--- src/rtl/uart_pkg.sv ---
// uart_pkg: shared definitions for the UART blocks.
//   - uart_state_e : receiver/transmitter frame state (3 bits)
//   - UART_*_MIN/MAX : legal parameter ranges
//   - uart_parity() : parity-bit generator, shared with the transmitter
package uart_pkg;

  typedef enum logic [2:0] {
    IDLE   = 3'd0,
    START  = 3'd1,
    DATA   = 3'd2,
    PARITY = 3'd3,
    STOP   = 3'd4
  } uart_state_e;

  localparam int UART_DATA_BITS_MIN  = 5;
  localparam int UART_DATA_BITS_MAX  = 9;
  localparam int UART_OVERSAMPLE_MIN = 8;
  localparam int UART_OVERSAMPLE_MAX = 32;
  localparam int UART_STOP_BITS_MIN  = 1;
  localparam int UART_STOP_BITS_MAX  = 2;

  // Parity bit for a word zero-extended to the widest legal size (extra zeros
  // do not change the XOR). odd=0 gives the even-parity bit, odd=1 the odd one.
  function automatic logic uart_parity(input logic [UART_DATA_BITS_MAX-1:0] d,
                                       input logic                          odd);
    return (^d) ^ odd;
  endfunction

endpackage

--- src/rtl/sync_2ff.sv ---
// sync_2ff: two-flop synchroniser for a single asynchronous input.
// Ports:
//   i_clk  - destination clock
//   i_rst  - asynchronous active-high reset, flops load RST_VAL
//   i_d    - asynchronous input
//   o_q    - synchronised output (2 clk latency)
module sync_2ff #(
  parameter logic RST_VAL = 1'b1
) (
  input  logic i_clk,
  input  logic i_rst,
  input  logic i_d,
  output logic o_q
);

  logic r_meta;
  logic r_sync;

  always_ff @(posedge i_clk or posedge i_rst) begin
    if (i_rst) begin
      r_meta <= RST_VAL;
      r_sync <= RST_VAL;
    end else begin
      r_meta <= i_d;
      r_sync <= r_meta;
    end
  end

  assign o_q = r_sync;

endmodule

--- src/rtl/uart_rx_param.sv ---
// uart_rx_param: parametrised oversampling UART receiver.
// Ports:
//   clk        - system clock
//   reset      - asynchronous active-high reset
//   tick       - oversample strobe, OVERSAMPLE pulses per bit period
//   rx         - asynchronous serial line, idles high
//   data       - last received word
//   data_valid - data holds an unacknowledged word
//   data_ack   - consumer takes data, clears data_valid
//   parity_err - parity mismatch for the word in data
//   frame_err  - a stop bit was sampled low for the word in data
//   overrun    - 1-clk pulse when a new word replaced an unacknowledged one
//   busy       - receiver is inside a frame (state != IDLE)
module uart_rx_param
  import uart_pkg::*;
#(
  parameter int DATA_BITS  = 8,
  parameter int OVERSAMPLE = 16,
  parameter int PARITY_EN  = 0,
  parameter int PARITY_ODD = 0,
  parameter int STOP_BITS  = 1
) (
  input  logic                 clk,
  input  logic                 reset,
  input  logic                 tick,
  input  logic                 rx,
  output logic [DATA_BITS-1:0] data,
  output logic                 data_valid,
  input  logic                 data_ack,
  output logic                 parity_err,
  output logic                 frame_err,
  output logic                 overrun,
  output logic                 busy
);

  localparam int TW = $clog2(OVERSAMPLE);
  localparam int BW = $clog2(DATA_BITS + 1);

  localparam logic [TW-1:0] TICK_MID  = TW'(OVERSAMPLE / 2 - 1);
  localparam logic [TW-1:0] TICK_LAST = TW'(OVERSAMPLE - 1);
  localparam logic [BW-1:0] BIT_LAST  = BW'(DATA_BITS - 1);
  localparam logic [BW-1:0] STOP_LAST = BW'(STOP_BITS - 1);
  localparam logic          PAR_ODD   = (PARITY_ODD != 0);
  localparam logic          PAR_ON    = (PARITY_EN != 0);

  if (DATA_BITS < UART_DATA_BITS_MIN || DATA_BITS > UART_DATA_BITS_MAX) begin : g_bad_data_bits
    $fatal(1, "uart_rx_param: DATA_BITS=%0d out of range", DATA_BITS);
  end
  if (OVERSAMPLE < UART_OVERSAMPLE_MIN || OVERSAMPLE > UART_OVERSAMPLE_MAX ||
      (OVERSAMPLE % 2) != 0) begin : g_bad_oversample
    $fatal(1, "uart_rx_param: OVERSAMPLE=%0d illegal", OVERSAMPLE);
  end
  if (STOP_BITS < UART_STOP_BITS_MIN || STOP_BITS > UART_STOP_BITS_MAX) begin : g_bad_stop_bits
    $fatal(1, "uart_rx_param: STOP_BITS=%0d out of range", STOP_BITS);
  end
  if (PARITY_EN < 0 || PARITY_EN > 1 || PARITY_ODD < 0 || PARITY_ODD > 1) begin : g_bad_parity
    $fatal(1, "uart_rx_param: PARITY_EN/PARITY_ODD must be 0 or 1");
  end

  logic w_rx_s;

  sync_2ff #(.RST_VAL(1'b1)) u_sync (
    .i_clk (clk),
    .i_rst (reset),
    .i_d   (rx),
    .o_q   (w_rx_s)
  );

  uart_state_e          r_state,     w_state_nxt;
  logic [TW-1:0]        r_tick_cnt,  w_tick_cnt_nxt;
  logic [BW-1:0]        r_bit_cnt,   w_bit_cnt_nxt;
  logic [DATA_BITS-1:0] r_shift,     w_shift_nxt;
  logic                 r_par_bad,   w_par_bad_nxt;
  logic                 r_frame_bad, w_frame_bad_nxt;
  logic                 r_armed,     w_armed_nxt;
  logic                 w_done;
  logic                 w_tick_mid;
  logic                 w_tick_last;

  logic [DATA_BITS-1:0] r_data;
  logic                 r_valid;
  logic                 r_perr;
  logic                 r_ferr;
  logic                 r_ovr;

  assign w_tick_mid  = (r_tick_cnt == TICK_MID);
  assign w_tick_last = (r_tick_cnt == TICK_LAST);

  always_ff @(posedge clk or posedge reset) begin
    if (reset) begin
      r_state     <= IDLE;
      r_tick_cnt  <= '0;
      r_bit_cnt   <= '0;
      r_shift     <= '0;
      r_par_bad   <= 1'b0;
      r_frame_bad <= 1'b0;
      r_armed     <= 1'b0;
    end else begin
      r_state     <= w_state_nxt;
      r_tick_cnt  <= w_tick_cnt_nxt;
      r_bit_cnt   <= w_bit_cnt_nxt;
      r_shift     <= w_shift_nxt;
      r_par_bad   <= w_par_bad_nxt;
      r_frame_bad <= w_frame_bad_nxt;
      r_armed     <= w_armed_nxt;
    end
  end

  always_comb begin
    w_state_nxt     = r_state;
    w_tick_cnt_nxt  = r_tick_cnt;
    w_bit_cnt_nxt   = r_bit_cnt;
    w_shift_nxt     = r_shift;
    w_par_bad_nxt   = r_par_bad;
    w_frame_bad_nxt = r_frame_bad;
    w_armed_nxt     = r_armed;
    w_done          = 1'b0;
    case (r_state)
      IDLE: begin
        // armed only after the line has been seen high, so a held-low line
        // (break, or a false start still low) cannot retrigger a frame.
        if (w_rx_s) begin
          w_armed_nxt = 1'b1;
        end else if (r_armed) begin
          w_state_nxt    = START;
          w_tick_cnt_nxt = '0;
          w_bit_cnt_nxt  = '0;
          w_armed_nxt    = 1'b0;
        end
      end
      START: begin
        if (tick) begin
          if (w_tick_mid) begin
            w_tick_cnt_nxt = '0;
            w_bit_cnt_nxt  = '0;
            if (w_rx_s) begin
              w_state_nxt = IDLE;
            end else begin
              w_state_nxt     = DATA;
              w_par_bad_nxt   = 1'b0;
              w_frame_bad_nxt = 1'b0;
            end
          end else begin
            w_tick_cnt_nxt = r_tick_cnt + 1'b1;
          end
        end
      end
      DATA: begin
        if (tick) begin
          if (w_tick_last) begin
            w_tick_cnt_nxt = '0;
            w_shift_nxt    = {w_rx_s, r_shift[DATA_BITS-1:1]};
            if (r_bit_cnt == BIT_LAST) begin
              w_bit_cnt_nxt = '0;
              if (PAR_ON) w_state_nxt = PARITY;
              else        w_state_nxt = STOP;
            end else begin
              w_bit_cnt_nxt = r_bit_cnt + 1'b1;
            end
          end else begin
            w_tick_cnt_nxt = r_tick_cnt + 1'b1;
          end
        end
      end
      PARITY: begin
        if (tick) begin
          if (w_tick_last) begin
            w_tick_cnt_nxt = '0;
            w_bit_cnt_nxt  = '0;
            w_par_bad_nxt  = uart_parity(UART_DATA_BITS_MAX'(r_shift), PAR_ODD) ^ w_rx_s;
            w_state_nxt    = STOP;
          end else begin
            w_tick_cnt_nxt = r_tick_cnt + 1'b1;
          end
        end
      end
      STOP: begin
        if (tick) begin
          if (w_tick_last) begin
            w_tick_cnt_nxt  = '0;
            w_frame_bad_nxt = r_frame_bad | ~w_rx_s;
            if (r_bit_cnt == STOP_LAST) begin
              // deliver mid stop bit and go idle now so a back-to-back
              // start bit is not missed
              w_done        = 1'b1;
              w_state_nxt   = IDLE;
              w_bit_cnt_nxt = '0;
            end else begin
              w_bit_cnt_nxt = r_bit_cnt + 1'b1;
            end
          end else begin
            w_tick_cnt_nxt = r_tick_cnt + 1'b1;
          end
        end
      end
      default: begin
        w_state_nxt = IDLE;
      end
    endcase
  end

  // Output holding register and valid/ack handshake. A completion always
  // wins over an ack in the same cycle; overrun only when the old word was
  // still pending and not being taken.
  always_ff @(posedge clk or posedge reset) begin
    if (reset) begin
      r_data  <= '0;
      r_valid <= 1'b0;
      r_perr  <= 1'b0;
      r_ferr  <= 1'b0;
      r_ovr   <= 1'b0;
    end else begin
      r_ovr <= 1'b0;
      if (w_done) begin
        r_data  <= r_shift;
        r_valid <= 1'b1;
        r_perr  <= PAR_ON & r_par_bad;
        r_ferr  <= w_frame_bad_nxt;
        r_ovr   <= r_valid & ~data_ack;
      end else if (data_ack) begin
        r_valid <= 1'b0;
      end
    end
  end

  assign data       = r_data;
  assign data_valid = r_valid;
  assign parity_err = r_perr;
  assign frame_err  = r_ferr;
  assign overrun    = r_ovr;
  assign busy       = (r_state != IDLE);

endmodule

--- config.mk ---
export PLATFORM = sky130hd
export DESIGN_NAME = uart_rx_param
export DESIGN_NICKNAME = d
export VERILOG_FILES = /design/src/rtl/uart_pkg.sv /design/src/rtl/sync_2ff.sv /design/src/rtl/uart_rx_param.sv
export SDC_FILE = /design/constraint.sdc
export NUM_CORES = 1
export LEC_CHECK = 0
export BUFFER_PORTS_ARGS = -buffer_cell sky130_fd_sc_hd__buf_4
export CAP_MARGIN = 20
export CORE_ASPECT_RATIO = 0.9
export CORE_MARGIN = 8
export CORE_UTILIZATION = 57
export CTS_CLUSTER_SIZE = 14
export DETAILED_ROUTE_END_ITERATION = 7
export PLACE_DENSITY = 0.8
export SYNTH_ARGS = -nofsm -noshare
export SYNTH_HDL_FRONTEND = slang
export SYNTH_SLANG_ARGS = --single-unit
--- constraint.sdc ---
create_clock -name clk -period 2.4 [get_ports clk]
set_clock_uncertainty 0.1 [all_clocks]
set_input_delay 0.48 -clock clk [delete_from_list [all_inputs] [get_ports clk]]
set_output_delay 0.48 -clock clk [all_outputs]
set_load 0.05 [all_outputs]
# Word level (Yosys, flattened, before mapping)
# Cells that the tools add are included.
# totals
reg_bits	34
input_bits	5
out_inout_bits	13
word_cells	95
# classes
n_addsub	2
eq_ne	20
n_mux	46
n_bitwise	4
n_reduce_logical	11
# op_table
op	count
2-to-1 mux 4 bit	16
2-to-1 mux 3 bit	12
inequality test 2 bit, second input constant	12
one-hot mux 4 bit (5 select lines)	1
one-hot mux 3 bit (5 select lines)	1
2-to-1 mux 1 bit	13
one-hot mux 4 bit (3 select lines)	1
AND reduction 12 bit	1
AND reduction 11 bit	1
adder 4 x 1 -> 4 bit, second input constant	2
equality test 4 x 3 -> 1 bit, second input constant	2
equality test 3 x 2 -> 1 bit, second input constant	2
nonzero test 3 bit	2
AND reduction 5 bit	1
nonzero test 5 bit	1
equality test 4 bit, second input constant	1
logical NOT 4 bit	1
equality test 3 x 1 -> 1 bit, second input constant	1
equality test 3 bit, second input constant	1
logical NOT 3 bit	1
AND reduction 3 bit	1
OR reduction 3 bit	1
2-to-1 mux 2 bit	1
inequality test 2 x 1 -> 1 bit, second input constant	1
other kinds (5)	6

# Depth between registers and ports, before layout
# Gate-level depths: netlist (run 1).
# logic_depth
ltp_word	6
ltp_mapped	7

# By module
# Synthesis (run 1) repeated with hierarchy kept, for this count alone.
# hier_totals
cells_unflattened	139
hier_area_um2	1681.6
# by_module_without_submodules
module	n_inst	cells_per_inst	area_each_um2	seq_area_each_um2
uart_rx_param	1	136	1625.3	800.8
sync_2ff	1	3	56.3	52.6

# Worst setup path before layout (run 1)
# Ideal clock, no wire load.
# synth_timing
path_type	register to register
start	reg r_bit_cnt[0]
end	reg r_data[0] (netlist: data[0])
arrival_ns	1.667
required_time_ns	2.175
setup_slack_ns	0.509
stages_incl_launch_ff	7
n_path_buf	1
synth_period_minus_slack_ns	1.891
cell_sequence	dfrtp_1 > inv_1 > ha_1 > or3b_4 > nor2_1 > buf_4 > mux2_2
# synth_between
elab_chain_len	5
# synth_rtl
element	line	source
start, declared	uart_rx_param.sv:71	logic [BW-1:0] r_bit_cnt, w_bit_cnt_nxt;
start signal, assigned	uart_rx_param.sv:101	r_bit_cnt <= w_bit_cnt_nxt;
logical NOT 4 bit	uart_rx_param.sv:182	if (r_bit_cnt == STOP_LAST) begin
2-to-1 mux 1 bit	uart_rx_param.sv:182	
2-to-1 mux 1 bit	uart_rx_param.sv:179	if (w_tick_last) begin
2-to-1 mux 1 bit	uart_rx_param.sv:178	if (tick) begin
2-to-1 mux 1 bit	uart_rx_param.sv:118	case (r_state)
end signal, assigned	uart_rx_param.sv:215	r_data <= r_shift;
end, declared	uart_rx_param.sv:80	logic [DATA_BITS-1:0] r_data;
# Every way passes these cells.
# A chain may end at the register's enable or synchronous reset.

# Final worst setup path (run 1)
# layout_timing
start	reg r_state[1]
end	out busy
# layout_between
elab_chain_len	1
# layout_rtl
element	line	source
start, declared	uart_rx_param.sv:69	uart_state_e r_state, w_state_nxt;
start signal, assigned	uart_rx_param.sv:99	r_state <= w_state_nxt;
nonzero test 3 bit	uart_rx_param.sv:231	assign busy = (r_state != IDLE);
end, declared	uart_rx_param.sv:33	output logic busy
# Every way passes these cells.

==> out/summary.json, run 1 <==
{
  "outcome": {
    "status": "finished clean"
  },
  "routing": {
    "routed_length_per_placed_instance_um": 14.92,
    "first_iter_violations": 51,
    "num_vias": 1089,
    "drcViolationCount": 0,
    "wl_mm": 2.954,
    "routed_via_density": 5.500,
    "antenna_left": 0,
    "drt_pass1_iterations": 5
  },
  "worst_setup_path": {
    "timing.critical_path.required_ns": 1.82,
    "arrival_ns": 1.60,
    "startpoint_to_endpoint_class_of_the_critical_path": "flip-flop to primary output",
    "crit_chain": "buf_4, nor3_2, inv_1, buf_4",
    "critical_path.max_stage_delay_ns": 0.45,
    "critical_path_peak_fanout": 7,
    "crit_top_cell": "sky130_fd_sc_hd__buf_4",
    "worst_path_max_delay_cell": "sky130_fd_sc_hd__dfrtp_1",
    "cp-start-kind": "flip-flop",
    "kind_of_cell_with_the_highest_combined_delay_on_the_critical_path": "buffers and inverters",
    "critical_path.n_buffers_inverters": 3,
    "worstSetupEndpointType": "primary output"
  },
  "floorplan": {
    "die_x_um": 72.70,
    "die-area_um2": 4872,
    "std_cell_rows": 18,
    "core-area_um2": 2748,
    "top_level_ports": 18,
    "initial_util_pct": 60.02,
    "die_h_um": 67.03
  },
  "logic_synthesis": {
    "synth-edff-count": 0,
    "syn-mean-instance-area_um2": 12.13,
    "post_synth_mux_area_share_pct": 13.13,
    "synth_top_family_by_area": "simple AND/OR/NAND/NOR gates",
    "synth-compound-area-share_pct": 12.90,
    "async_flop_share_pct": 100.0,
    "share_of_synthesized_area_occupied_by_flip_flops_and_latches_pct": 51.75,
    "synth_adder_area_share_pct": 2.276,
    "synthesized_cell_area_um2": 1649,
    "synth_seq_cells": 34,
    "ys_warn_count": 0,
    "postSynth.topFlopCell": "sky130_fd_sc_hd__dfrtp_1",
    "fraction_of_synthesized_cell_area_in_xor_and_xnor_cells_pct": 0,
    "yosys.cell_types.count": 42,
    "number_of_instances_in_the_synthesized_netlist": 136,
    "fraction_of_the_mapped_netlist_area_in_simple_logic_gates_pct": 15.63,
    "syn_nets": 144
  },
  "sta": {
    "final.setup.tns_ns": 0,
    "fmaxAchievable_ghz": 0.4587,
    "min_period_over_period_pct": 90.84,
    "finalHoldViolations": 0,
    "finalSetupViolations": 0,
    "slew_violations": 0,
    "post-route-min-period_ns": 2.180,
    "setup_repair_after_global_routing_missed_its_margin": "false"
  },
  "placed_design": {
    "dpl.cell_count": 190,
    "port-buffer-count": 16,
    "gp_routability_congestion": 0.7843,
    "place.detailed.hpwl_mm": 2.221
  },
  "global_routing": {
    "grt_start_max_net_pins": 35,
    "groute.usage.overall_pct": 13.63,
    "globalRoute.totalOverflow": 0,
    "global_route_wire_length_before_repair_mm": 5.119,
    "first_global_vias": 1128,
    "grt_antenna_before_repair": 0
  },
  "clock_network": {
    "cts_buffers": 5,
    "post-cts-setup-buffers": 0,
    "clock_pin_slew_on_the_worst_setup_and_hold_paths_ns": 0.12,
    "clock_tree.htree_level_count": 2,
    "cts_buffer_depth": 2,
    "hold_buffers": 0,
    "clkSinkCount": 34,
    "cts_tree": "done",
    "cts-resized-gates": 0,
    "clock_insertion_delay_at_the_later_pin_of_the_skew_report_ns": 0.33,
    "clk_root_buffer_cell": "sky130_fd_sc_hd__clkbuf_4"
  },
  "run": {
    "drv_cap": 0
  },
  "finish": {
    "instances_no_fill": 198,
    "n_fill_cell": 228,
    "n_antenna_cell": 0,
    "area_delta_synth_final_pct": 14.19,
    "final_layout_size_suffix_gt1_share_pct": 39.24,
    "fin_nets": 165,
    "multiInputGateArea_um2": 728.2,
    "sequential_cell_area_um2": 853.3
  },
  "power": {
    "p_per_area_nw_per_um2": 973.4,
    "total_leakage_power_nw": 0.9369,
    "peakVddDrop_mv": 0.6151
  },
  "min_path": {
    "hold_class": "input pin to async pin"
  }
}
-- worst paths after layout --
kind	slack [ns]	cells past startpoint	startpoint	to
hold reg to reg	0.26	0	u_sync.r_meta$_DFF_PP1_	u_sync.o_q$_DFF_PP1_
hold / removal	0.12	3	reset	data_valid$_DFFE_PP0P_
min in group clk	0.16	1	rx	u_sync.r_meta$_DFF_PP1_
max in group asynchronous	1.73	3	reset	u_sync.r_meta$_DFF_PP1_
setup reg to reg	0.32	6	r_tick_cnt[0]$_DFFE_PP0P_	r_state[2]$_DFFE_PP0P_
setup / recovery	0.22	4	r_state[1]$_DFFE_PP0P_	busy
-- layout by cell type (no fill, tap or decap), types with 3 or more instances in the layout --
master	n
sky130_fd_sc_hd__buf_4	20
sky130_fd_sc_hd__o21ai_0	4
sky130_fd_sc_hd__nand3_1	4
sky130_fd_sc_hd__ha_1	3
sky130_fd_sc_hd__nor2_1	7
sky130_fd_sc_hd__a21o_1	3
sky130_fd_sc_hd__inv_1	5
sky130_fd_sc_hd__clkbuf_4	5
sky130_fd_sc_hd__nand2_1	10
sky130_fd_sc_hd__nor3_1	5
sky130_fd_sc_hd__nor2b_1	3
sky130_fd_sc_hd__a21oi_1	3
sky130_fd_sc_hd__mux2_2	17
sky130_fd_sc_hd__and3_1	4
sky130_fd_sc_hd__dfrtp_1	32
-- registers in the layout (all words and copies together), names as in the netlist --
register       count
r_armed            1
r_frame_bad        1
u_sync.r_meta      1
r_tick_cnt         4
u_sync.o_q         1
overrun            1
r_shift            8
r_bit_cnt          4
data               8
data_valid         1
r_state            3
frame_err          1
-- layer usage --
| layer | routed length [um] | share of wire [%] | GRT usage (%) | up-vias |
|---|---|---|---|---|
| li1 | - | - | - | 521 |
| met1 | 1241 | 42 | 15.36 | 545 |
| met2 | 1553 | 53 | 23.21 | 19 |
| met3 | 141 | 4.8 | 5.397 | 4 |
| met4 | 19 | 0.64 | 4.239 | 0 |
| met5 | 0 | 0 | 0 | - |
-- stage by stage --
stage	area (um^2)	util, %	total power [mW]	hold WS, ns	worst slack, ns
floorplan	1649	-	1.295	0.2452	0.5085
global placement	1800	65.53	1.395	0.2483	0.4165
detailed placement	1800	65.53	1.428	0.2498	0.3491
CTS	1883	68.53	1.848	0.1316	0.1989
global route	1883	68.53	1.952	0.1258	0.08250
finish	1883	68.53	1.833	0.1205	0.2199
-- cell usage after synthesis (2+ instances only) --
cell type	number	share of area (%)
sky130_fd_sc_hd__a22o_2	2	1.2
sky130_fd_sc_hd__nand2_1	10	2.3
sky130_fd_sc_hd__nor2_1	7	1.6
sky130_fd_sc_hd__nor2b_1	3	1.1
sky130_fd_sc_hd__a21o_1	3	1.4
sky130_fd_sc_hd__ha_1	3	2.3
sky130_fd_sc_hd__o21ai_0	4	1.2
sky130_fd_sc_hd__dfrtp_1	32	49
sky130_fd_sc_hd__nand3_1	4	1.2
sky130_fd_sc_hd__mux2_2	17	12
sky130_fd_sc_hd__and3_1	4	1.5
sky130_fd_sc_hd__a21oi_1	3	0.91
sky130_fd_sc_hd__dfstp_2	2	3.2
sky130_fd_sc_hd__buf_4	5	2.3
sky130_fd_sc_hd__inv_1	5	1.1
sky130_fd_sc_hd__a31oi_1	2	0.76
sky130_fd_sc_hd__nor3_1	5	1.5
-- power breakdown --
| part | internal (mW) | leakage, nW | switching, mW | total (mW) |
|---|---|---|---|---|
| clock | 0.219 | 0.0374 | 0.198 | 0.417 |
| sequential | 0.637 | 0.461 | 0.0947 | 0.731 |
| combinational | 0.282 | 0.438 | 0.403 | 0.685 |
-- layout make-up --
type                    count  area share (%)
clock inverters             3           2.392
repair buffers             20           7.973
well taps                  40           2.658
inverters                   5          0.9967
clock buffers               5           1.993
flip-flops and latches     34           45.32
multi-input cells          91           38.67
-- worst reg2reg max path, stage by stage, from the launching register on --
cell and delay, ns:
sky130_fd_sc_hd__dfrtp_1 0.44, sky130_fd_sc_hd__ha_1 0.25, sky130_fd_sc_hd__and3_1 0.26, sky130_fd_sc_hd__a221oi_4 0.35, sky130_fd_sc_hd__nand2_2 0.16, sky130_fd_sc_hd__nand3_2 0.13
sky130_fd_sc_hd__mux2_4 0.30
-- kinds of logic after synthesis --
logic type | count (synthesis)
AO/OA/AOI/OAI | 23
other | 1
flip-flops | 34
multiplexers | 19
AND/OR/NAND/NOR | 45
buffers and inverters | 11
adder cells (fa/ha/maj) | 3
Power figures use the tool's default switching activity.
==> run 2, diff against run 1 <==
--- a/config.mk
+++ b/config.mk
@@ -5,14 +5,14 @@
 export SDC_FILE = /design/constraint.sdc
 export NUM_CORES = 1
 export LEC_CHECK = 0
-export BUFFER_PORTS_ARGS = -buffer_cell sky130_fd_sc_hd__buf_4
 export CAP_MARGIN = 20
 export CORE_ASPECT_RATIO = 0.9
 export CORE_MARGIN = 8
-export CORE_UTILIZATION = 57
+export CORE_UTILIZATION = 60
 export CTS_CLUSTER_SIZE = 14
 export DETAILED_ROUTE_END_ITERATION = 7
-export PLACE_DENSITY = 0.8
+export DONT_BUFFER_PORTS = 1
+export PLACE_DENSITY = 0.78
 export SYNTH_ARGS = -nofsm -noshare
 export SYNTH_HDL_FRONTEND = slang
 export SYNTH_SLANG_ARGS = --single-unit
==> run 2 against run 1 <==
Die area is 3.9% lower. Count of clock-buffer cells in the layout up 2. Clock power decreased by 23%. Critical endpoint unchanged. Non-clock buffer count is 16 lower. Routed wire length fell by 5.7%. First-iteration DRC count down 31%. Critical path depth fell by 1. Fmax decreased by 1.2%. Design area fell by 8.1%. Sequential cell count stayed put. Total power shrank 7.5%.
==> out/summary.json, run 2 (same netlist as run 1, synthesis figures left out) <==
{
  "outcome": {
    "status": {"value": "finished clean", "change": "unchanged"}
  },
  "sta": {
    "fmaxAchievable": {"value": 0.4534, "unit": "GHz", "change": "was 0.4587 GHz"},
    "min_period_over_period": {"value": 91.90, "unit": "%", "change": "was 90.84%"},
    "finalHoldViolations": {"value": 0, "change": "unchanged"},
    "tightestPinTransition_ns": 0.5674,
    "post-route-min-period": {"value": 2.206, "unit": "ns", "change": "was 2.180 ns"},
    "finalSetupViolations": {"value": 0, "change": "unchanged"},
    "post-route-worst-setup-slack": {"value": 0.1943, "unit": "ns", "change": "was 0.2199 ns"},
    "final.setup.tns": {"value": 0, "unit": "ns", "change": "unchanged"},
    "slew_violations": {"value": 0, "change": "unchanged"},
    "relSlewSlack_pct": 62.17,
    "setup_repair_after_global_routing_missed_its_margin": {"value": "false", "change": "unchanged"}
  },
  "finish": {
    "sequential_cell_area": {"value": 853.3, "unit": "um^2", "change": "unchanged"},
    "area_delta_synth_final": {"value": 4.932, "unit": "%", "change": "was 14.19%"},
    "multiInputGateArea": {"value": 728.2, "unit": "um^2", "change": "unchanged"},
    "post-route-util": {"value": 64.57, "unit": "%", "change": "was 68.53%"},
    "fin_nets": {"value": 149, "change": "was 165"},
    "layout_common_cells": {"value": "32 x sky130_fd_sc_hd__dfrtp_1, 17 x sky130_fd_sc_hd__mux2_2, 10 x sky130_fd_sc_hd__nand2_1", "change": "was 32 x sky130_fd_sc_hd__dfrtp_1, 20 x sky130_fd_sc_hd__buf_4, 17 x sky130_fd_sc_hd__mux2_2"},
    "n_fill_cell": {"value": 216, "change": "was 228"},
    "n_antenna_cell": {"value": 0, "change": "unchanged"},
    "post-route-cell-area": {"value": 1730, "unit": "um^2", "change": "was 1883 um^2"},
    "final_layout_size_suffix_gt1_share": {"value": 30.99, "unit": "%", "change": "was 39.24%"},
    "final_common_cell": {"value": "sky130_fd_sc_hd__dfrtp_1", "change": "unchanged"}
  },
  "worst_setup_path": {
    "kind_of_cell_with_the_highest_combined_delay_on_the_critical_path": {"value": "buffers and inverters", "change": "unchanged"},
    "critical_path.n_buffers_inverters": {"value": 2, "change": "was 3"},
    "worst_path_max_delay_cell": {"value": "sky130_fd_sc_hd__dfrtp_1", "change": "unchanged"},
    "crit_chain": {"value": "buf_4, nor3_2, inv_1", "change": "was buf_4, nor3_2, inv_1, buf_4"},
    "critical_path.max_stage_delay": {"value": 0.47, "unit": "ns", "change": "was 0.45 ns"},
    "timing.critical_path.required": {"value": 1.82, "unit": "ns", "change": "about the same"},
    "cp-start-kind": {"value": "flip-flop", "change": "unchanged"},
    "worstSetupEndpointType": {"value": "primary output", "change": "unchanged"},
    "ff2ff_setup_slack": {"value": 0.35, "unit": "ns", "change": "was 0.32 ns"},
    "arrival": {"value": 1.63, "unit": "ns", "change": "was 1.60 ns"},
    "critical_path_peak_fanout": {"value": 6, "change": "was 7"},
    "startpoint_to_endpoint_class_of_the_critical_path": {"value": "flip-flop to primary output", "change": "unchanged"}
  },
  "floorplan": {
    "core-area": {"value": 2680, "unit": "um^2", "change": "was 2748 um^2"},
    "initial_util": {"value": 61.53, "unit": "%", "change": "was 60.02%"},
    "top_level_ports": {"value": 18, "change": "unchanged"},
    "die_x": {"value": 71.26, "unit": "um", "change": "was 72.70 um"},
    "std_cell_rows": {"value": 18, "change": "unchanged"},
    "die-area": {"value": 4684, "unit": "um^2", "change": "was 4872 um^2"},
    "die_h": {"value": 65.74, "unit": "um", "change": "was 67.03 um"}
  },
  "clock_network": {
    "cts_buffer_depth": {"value": 2, "change": "unchanged"},
    "post-cts-setup-buffers": {"value": 0, "change": "unchanged"},
    "clock_pin_slew_on_the_worst_setup_and_hold_paths": {"value": 0.09, "unit": "ns", "change": "was 0.12 ns"},
    "cts-resized-gates": {"value": 0, "change": "unchanged"},
    "clock_insertion_delay_at_the_later_pin_of_the_skew_report": {"value": 0.34, "unit": "ns", "change": "was 0.33 ns"},
    "cts_tree": {"value": "done", "change": "unchanged"},
    "clkSinkCount": {"value": 34, "change": "unchanged"},
    "cts_buffers": {"value": 5, "change": "unchanged"},
    "clk_root_buffer_cell": {"value": "sky130_fd_sc_hd__clkbuf_4", "change": "unchanged"},
    "clock_tree.htree_level_count": {"value": 2, "change": "unchanged"}
  },
  "placed_design": {
    "gp_routability_congestion": {"value": 0.7862, "change": "was 0.7843"},
    "port-buffer-count": {"value": 0, "change": "was 16"},
    "place.detailed.hpwl": {"value": 2.038, "unit": "mm", "change": "was 2.221 mm"},
    "place_area": {"value": 1660, "unit": "um^2", "change": "was 1800 um^2"},
    "placement.setup.worst_slack": {"value": 0.3679, "unit": "ns", "change": "was 0.3491 ns"}
  },
  "power": {
    "peakVddDrop": {"value": 0.6063, "unit": "mV", "change": "was 0.6151 mV"},
    "p_per_area": {"value": 979.9, "unit": "nW/um^2", "change": "was 973.4 nW/um^2"},
    "total_power": {"value": 1.696, "unit": "mW", "change": "was 1.833 mW"},
    "total_leakage_power": {"value": 0.8496, "unit": "nW", "change": "was 0.9369 nW"}
  },
  "global_routing": {
    "first_global_vias": {"value": 996, "change": "was 1128"},
    "globalRoute.totalOverflow": {"value": 0, "change": "unchanged"},
    "grt_antenna_before_repair": {"value": 0, "change": "unchanged"},
    "groute.usage.overall": {"value": 13.23, "unit": "%", "change": "was 13.63%"},
    "global_route_wire_length_before_repair": {"value": 4.761, "unit": "mm", "change": "was 5.119 mm"},
    "grt_start_max_net_pins": {"value": 27, "change": "was 35"}
  },
  "min_path": {
    "hold_class": {"value": "input pin to flip-flop", "change": "was input pin to async pin"}
  },
  "routing": {
    "routed_length_per_placed_instance": {"value": 16.20, "unit": "um", "change": "was 14.92 um"},
    "first_iter_violations": {"value": 35, "change": "was 51"},
    "antenna_left": {"value": 0, "change": "unchanged"},
    "drcViolationCount": {"value": 0, "change": "unchanged"},
    "num_vias": {"value": 993, "change": "was 1089"},
    "drt_pass1_iterations": {"value": 4, "change": "was 5"},
    "routed_via_density": {"value": 5.773, "change": "was 5.500"},
    "wl": {"value": 2.786, "unit": "mm", "change": "was 2.954 mm"}
  },
  "run": {
    "drv_cap": {"value": 0, "change": "unchanged"}
  }
}
-- run 2: worst paths after layout --
kind / from / endpoint / depth (start not counted)
worst min-delay path: rx / u_sync.r_meta$_DFF_PP1_ / 0
max in group asynchronous: reset / u_sync.o_q$_DFF_PP1_ / 3
worst max register to register: r_state[2]$_DFFE_PP0P_ / r_shift[4]$_DFFE_PP0P_ / 3
min in group asynchronous: reset / r_tick_cnt[3]$_DFFE_PP0P_ / 2
worst max-delay path: r_state[1]$_DFFE_PP0P_ / busy / 3
worst min register to register: u_sync.r_meta$_DFF_PP1_ / u_sync.o_q$_DFF_PP1_ / 0
-- run 2: power breakdown --
part / switching [mW] / total, mW / internal (mW)
Sequential: 0.105 / 0.741 / 0.636
Clock: 0.178 / 0.320 / 0.142
Combinational: 0.376 / 0.634 / 0.258
Total: 0.660 / 1.70 / 1.04
-- run 2: area by class of cell --
class	count	share of cell area (%)
clock inverter	1	0.2892
multi-input combinational	91	42.08
clock buffer	7	3.181
timing repair buffer	4	1.880
sequential	34	49.31
inverter	5	1.085
tap	30	2.169
-- run 2: timing repair --
action,in CTS,in global routing
hold endpoints to repair,8,0
endpoints found under the setup margin,0,0
hold buffers,1,0
-- run 2: per-stage QoR --
| step | std cells | hold WS, ns |
|---|---|---|
| 2_1_floorplan | 136 | 0.2452 |
| 3_3_place_gp | 163 | 0.2413 |
| 3_5_place_dp | 163 | 0.2450 |
| 4_1_cts | 172 | 0.02430 |
| 5_1_grt | 172 | 0.01459 |
| 6_report | 172 | 0.04091 |
-- run 2: routing by layer --
metal / vias up / track usage (%) / share of wire, %
li1: 490 / - / -
met1: 475 / 15.52 / 46
met2: 19 / 19.82 / 46
met3: 9 / 5.167 / 5.8
met4: 0 / 8.808 / 2.3
met5: - / 0 / 0
==> run 3, diff against run 2 <==
--- a/config.mk
+++ b/config.mk
@@ -5,10 +5,12 @@
 export SDC_FILE = /design/constraint.sdc
 export NUM_CORES = 1
 export LEC_CHECK = 0
+export ABC_AREA = 1
 export CAP_MARGIN = 20
 export CORE_ASPECT_RATIO = 0.9
 export CORE_MARGIN = 8
 export CORE_UTILIZATION = 60
+export CTS_BUF_LIST = sky130_fd_sc_hd__clkbuf_16
 export CTS_CLUSTER_SIZE = 14
 export DETAILED_ROUTE_END_ITERATION = 7
 export DONT_BUFFER_PORTS = 1
==> run 3 against run 2 <==
Synthesized cell count is 51% higher. Register-to-register slack better by 0.36 ns. Sequential power is 14% lower. Design area is 8.9% higher. Core utilization is 4.6 points higher. First-iteration DRC count grew to 2.8 times the previous value. Sequential cell count stayed put. Area after synthesis is 4.0% higher. Largest cell class unchanged.
==> out/summary.json, run 3 <==
{
  "outcome": {
    "status": {"value": "finished clean", "change": "unchanged"}
  },
  "finish": {
    "n_antenna_cell": {"value": 0, "change": "unchanged"},
    "area_delta_synth_final": {"value": 9.847, "unit": "%", "change": "was 4.932%"},
    "n_fill_cell": {"value": 202, "change": "was 216"},
    "multiInputGateArea": {"value": 726.9, "unit": "um^2", "change": "was 728.2 um^2"},
    "final_common_cell": {"value": "sky130_fd_sc_hd__nand2_1", "change": "was sky130_fd_sc_hd__dfrtp_1"},
    "fin_nets": {"value": 219, "change": "was 149"},
    "final_layout_size_suffix_gt1_share": {"value": 16.04, "unit": "%", "change": "was 30.99%"},
    "layout_common_cells": {"value": "63 x sky130_fd_sc_hd__nand2_1, 32 x sky130_fd_sc_hd__dfrtp_1, 26 x sky130_fd_sc_hd__inv_1", "change": "was 32 x sky130_fd_sc_hd__dfrtp_1, 17 x sky130_fd_sc_hd__mux2_2, 10 x sky130_fd_sc_hd__nand2_1"},
    "sequential_cell_area": {"value": 853.3, "unit": "um^2", "change": "unchanged"}
  },
  "routing": {
    "drt_pass1_iterations": {"value": 4, "change": "unchanged"},
    "drcViolationCount": {"value": 0, "change": "unchanged"},
    "routed_via_density": {"value": 5.373, "change": "was 5.773"},
    "num_vias": {"value": 1354, "change": "was 993"},
    "wl": {"value": 3.343, "unit": "mm", "change": "was 2.786 mm"},
    "routed_length_per_placed_instance": {"value": 13.27, "unit": "um", "change": "was 16.20 um"},
    "antenna_left": {"value": 0, "change": "unchanged"},
    "first_iter_violations": {"value": 99, "change": "was 35"}
  },
  "worst_setup_path": {
    "timing.critical_path.required": {"value": 1.82, "unit": "ns", "change": "about the same"},
    "critical_path.max_stage_delay": {"value": 0.43, "unit": "ns", "change": "was 0.47 ns"},
    "crit_chain": {"value": "nor2_2, nand2_1", "change": "was buf_4, nor3_2, inv_1"},
    "worstSetupEndpointType": {"value": "primary output", "change": "unchanged"},
    "critical_path_peak_fanout": {"value": 5, "change": "was 6"},
    "kind_of_cell_with_the_highest_combined_delay_on_the_critical_path": {"value": "simple AND/OR/NAND/NOR gates", "change": "was buffers and inverters"},
    "critical_path.n_buffers_inverters": {"value": 0, "change": "was 2"},
    "startpoint_to_endpoint_class_of_the_critical_path": {"value": "flip-flop to primary output", "change": "unchanged"},
    "rr_worst_depth": {"value": 6, "change": "was 3"},
    "crit_cells": {"value": 2, "change": "was 3"},
    "cp-start-kind": {"value": "flip-flop", "change": "unchanged"},
    "arrival": {"value": 1.31, "unit": "ns", "change": "was 1.63 ns"},
    "worst_path_max_delay_cell": {"value": "sky130_fd_sc_hd__dfrtp_1", "change": "unchanged"}
  },
  "clock_network": {
    "cts_buffer_depth": {"value": 2, "change": "unchanged"},
    "clkSinkCount": {"value": 34, "change": "unchanged"},
    "clk_root_buffer_cell": {"value": "sky130_fd_sc_hd__clkbuf_16", "change": "was sky130_fd_sc_hd__clkbuf_4"},
    "cts-resized-gates": {"value": 0, "change": "unchanged"},
    "post-cts-setup-buffers": {"value": 0, "change": "unchanged"},
    "hold_buffers": {"value": 0, "change": "was 1"},
    "clock_pin_slew_on_the_worst_setup_and_hold_paths": {"value": 0.05, "unit": "ns", "change": "was 0.09 ns"},
    "cts_buffers": {"value": 5, "change": "unchanged"},
    "cts_tree": {"value": "done", "change": "unchanged"},
    "clock_tree.htree_level_count": {"value": 2, "change": "unchanged"},
    "clock_insertion_delay_at_the_later_pin_of_the_skew_report": {"value": 0.28, "unit": "ns", "change": "was 0.34 ns"}
  },
  "logic_synthesis": {
    "synth_seq_cells": {"value": 34, "change": "unchanged"},
    "ys_warn_count": {"value": 0, "change": "unchanged"},
    "synth_top_area_share": {"value": 46.68, "unit": "%", "change": "was 48.56%"},
    "async_flop_share": {"value": 100.0, "unit": "%", "change": "unchanged"},
    "syn_nets": {"value": 214, "change": "was 144"},
    "synthesized_cell_area": {"value": 1715, "unit": "um^2", "change": "was 1649 um^2"},
    "yosys.cell_types.count": {"value": 26, "change": "was 42"},
    "ys_top_cells_by_area": {"value": "sky130_fd_sc_hd__dfrtp_1 47%, sky130_fd_sc_hd__nand2_1 14%, sky130_fd_sc_hd__nand3_1 6.7%, sky130_fd_sc_hd__inv_1 5.7%, sky130_fd_sc_hd__o21ai_0 3.5%", "change": "was sky130_fd_sc_hd__dfrtp_1 49%, sky130_fd_sc_hd__mux2_2 12%, sky130_fd_sc_hd__dfstp_2 3.2%, sky130_fd_sc_hd__buf_4 2.3%, sky130_fd_sc_hd__ha_1 2.3%"},
    "yosys.area.top_type": {"value": "sky130_fd_sc_hd__dfrtp_1", "change": "unchanged"},
    "yosys-top-cells-count": {"value": "63 x sky130_fd_sc_hd__nand2_1, 32 x sky130_fd_sc_hd__dfrtp_1, 26 x sky130_fd_sc_hd__inv_1", "change": "was 32 x sky130_fd_sc_hd__dfrtp_1, 17 x sky130_fd_sc_hd__mux2_2, 10 x sky130_fd_sc_hd__nand2_1"},
    "synth_most_common_cell": {"value": "sky130_fd_sc_hd__nand2_1", "change": "was sky130_fd_sc_hd__dfrtp_1"},
    "syn-mean-instance-area": {"value": 8.327, "unit": "um^2", "change": "was 12.13 um^2"},
    "postSynth.topFlopCell": {"value": "sky130_fd_sc_hd__dfrtp_1", "change": "unchanged"},
    "number_of_instances_in_the_synthesized_netlist": {"value": 206, "change": "was 136"},
    "share_of_synthesized_area_occupied_by_flip_flops_and_latches": {"value": 49.74, "unit": "%", "change": "was 51.75%"},
    "synth-edff-count": {"value": 0, "change": "unchanged"}
  },
  "floorplan": {
    "die_x": {"value": 72.36, "unit": "um", "change": "was 71.26 um"},
    "top_level_ports": {"value": 18, "change": "unchanged"},
    "core-area": {"value": 2725, "unit": "um^2", "change": "was 2680 um^2"},
    "die-area": {"value": 4828, "unit": "um^2", "change": "was 4684 um^2"},
    "initial_util": {"value": 62.95, "unit": "%", "change": "was 61.53%"},
    "std_cell_rows": {"value": 18, "change": "unchanged"},
    "die_h": {"value": 66.73, "unit": "um", "change": "was 65.74 um"}
  },
  "global_routing": {
    "global_route_wire_length_before_repair": {"value": 5.699, "unit": "mm", "change": "was 4.761 mm"},
    "globalRoute.totalOverflow": {"value": 0, "change": "unchanged"},
    "grt_start_max_net_pins": {"value": 35, "change": "was 27"},
    "grt_antenna_before_repair": {"value": 0, "change": "unchanged"},
    "first_global_vias": {"value": 1291, "change": "was 996"},
    "groute.usage.overall": {"value": 15.51, "unit": "%", "change": "was 13.23%"}
  },
  "power": {
    "p_per_area": {"value": 867.6, "unit": "nW/um^2", "change": "was 979.9 nW/um^2"},
    "peakVddDrop": {"value": 0.6522, "unit": "mV", "change": "was 0.6063 mV"},
    "total_power": {"value": 1.635, "unit": "mW", "change": "was 1.696 mW"},
    "seqPwrFrac": {"value": 39.2, "unit": "%", "change": "was 43.7%"},
    "p_comb_share": {"value": 23.7, "unit": "%", "change": "was 37.4%"},
    "total_leakage_power": {"value": 0.9486, "unit": "nW", "change": "was 0.8496 nW"},
    "clock_network_fraction_of_total_power": {"value": 37.2, "unit": "%", "change": "was 18.9%"},
    "power.switching_fraction": {"value": 33.23, "unit": "%", "change": "was 38.90%"},
    "internal_power": {"value": 1.091, "unit": "mW", "change": "was 1.036 mW"},
    "netSwitchingPower": {"value": 0.5433, "unit": "mW", "change": "was 0.6597 mW"}
  },
  "placed_design": {
    "placement.setup.worst_slack": {"value": 0.7327, "unit": "ns", "change": "was 0.3679 ns"},
    "port-buffer-count": {"value": 0, "change": "unchanged"},
    "gp_routability_congestion": {"value": 0.8964, "change": "was 0.7862"},
    "place.detailed.hpwl": {"value": 2.358, "unit": "mm", "change": "was 2.038 mm"}
  },
  "sta": {
    "min_period_over_period": {"value": 78.85, "unit": "%", "change": "was 91.90%"},
    "slew_violations": {"value": 0, "change": "unchanged"},
    "tightestPinTransition": {"value": 0.5174, "unit": "ns", "change": "was 0.5674 ns"},
    "final.setup.tns": {"value": 0, "unit": "ns", "change": "unchanged"},
    "setup_repair_after_global_routing_missed_its_margin": {"value": "false", "change": "unchanged"},
    "finalHoldViolations": {"value": 0, "change": "unchanged"},
    "fmaxAchievable": {"value": 0.5284, "unit": "GHz", "change": "was 0.4534 GHz"},
    "post-route-min-period": {"value": 1.892, "unit": "ns", "change": "was 2.206 ns"},
    "relSlewSlack": {"value": 65.42, "unit": "%", "change": "was 62.17%"},
    "minimum_hold_slack": {"value": 0.08455, "unit": "ns", "change": "was 0.04091 ns"},
    "finalSetupViolations": {"value": 0, "change": "unchanged"},
    "post-route-worst-setup-slack": {"value": 0.5075, "unit": "ns", "change": "was 0.1943 ns"}
  },
  "run": {
    "drv_cap": {"value": 0, "change": "unchanged"}
  },
  "min_path": {
    "hold_class": {"value": "input pin to async pin", "change": "was input pin to flip-flop"}
  }
}
run 3: changes by cell type after synthesis, moves of 4 or more:
cell,delta
sky130_fd_sc_hd__nand2_1,+53
sky130_fd_sc_hd__nor3_1,-5
sky130_fd_sc_hd__mux2_2,-17
sky130_fd_sc_hd__and3_1,-4
sky130_fd_sc_hd__buf_4,-4
sky130_fd_sc_hd__nand2_2,+5
sky130_fd_sc_hd__o21ai_0,+8
sky130_fd_sc_hd__o21ai_2,+6
sky130_fd_sc_hd__nand3_1,+19
sky130_fd_sc_hd__inv_1,+21
run 3: cells by family (layout without fill, tap and decap cells):
family                   after synthesis  in the layout  share of synthesized area, %
AO/OA/AOI/OAI                         24             24                         8.680
XOR/XNOR                               1              1                        0.5107
adder cells (fa/ha/maj)                3              3                         2.188
buffers and inverters                 31             37                         7.877
flip-flops                            34             34                         49.74
other                                  1              1                        0.2186
AND/OR/NAND/NOR                      112            112                         30.78
run 3: final timing paths:
check	start	end	slack (ns)
max in group asynchronous	reset	u_sync.o_q$_DFF_PP1_	1.79
hold reg to reg	u_sync.r_meta$_DFF_PP1_	u_sync.o_q$_DFF_PP1_	0.26
min in group clk	rx	u_sync.r_meta$_DFF_PP1_	0.10
setup / recovery	r_state[0]$_DFFE_PP0P_	busy	0.51
setup reg to reg	r_tick_cnt[0]$_DFFE_PP0P_	data[2]$_DFFE_PP0P_	0.71
hold / removal	reset	r_bit_cnt[3]$_DFFE_PP0P_	0.08
run 3: final cells by class:
class | instances | area share (%)
tap | 40 | 2.656
timing repair buffer | 1 | 0.3984
clock inverter | 3 | 0.8632
sequential | 34 | 45.29
inverter | 28 | 5.578
clock buffer | 5 | 6.640
multi-input combinational | 141 | 38.58
run 3: power by group through the flow:
stage	logic, mW	clock network (mW)	registers (mW)
CTS	0.384	0.616	0.639
global route	0.428	0.651	0.644
detailed placement	0.381	0	0.648
global placement	0.363	0	0.646
floorplan	0.318	0	0.640
finish	0.387	0.608	0.640
run 3: through the flow:
stage	cells	area, um^2	utilization, %
2_1_floorplan	206	1715	-
3_3_place_gp	244	1743	63.96
3_5_place_dp	244	1743	63.96
4_1_cts	252	1884	69.15
5_1_grt	252	1884	69.15
6_report	252	1884	69.15
run 3: worst reg2reg max path: stages (launching register included):
cell,delay [ns]
sky130_fd_sc_hd__dfrtp_1,0.39
sky130_fd_sc_hd__ha_1,0.20
sky130_fd_sc_hd__nand3_1,0.12
sky130_fd_sc_hd__nor2_2,0.21
sky130_fd_sc_hd__nand4_4,0.31
sky130_fd_sc_hd__nand2_1,0.18
sky130_fd_sc_hd__o21ai_2,0.06
run 3: layer usage:
layer  up-vias  wire length, um  track usage [%]  share of wire (%)
li1        663                -                -                  -
met1       631             1444            17.60                 43
met2        43             1539            22.64                 46
met3        17              209            6.747                6.3
met4         0              149            11.96                4.5
met5         -                0                0                  0
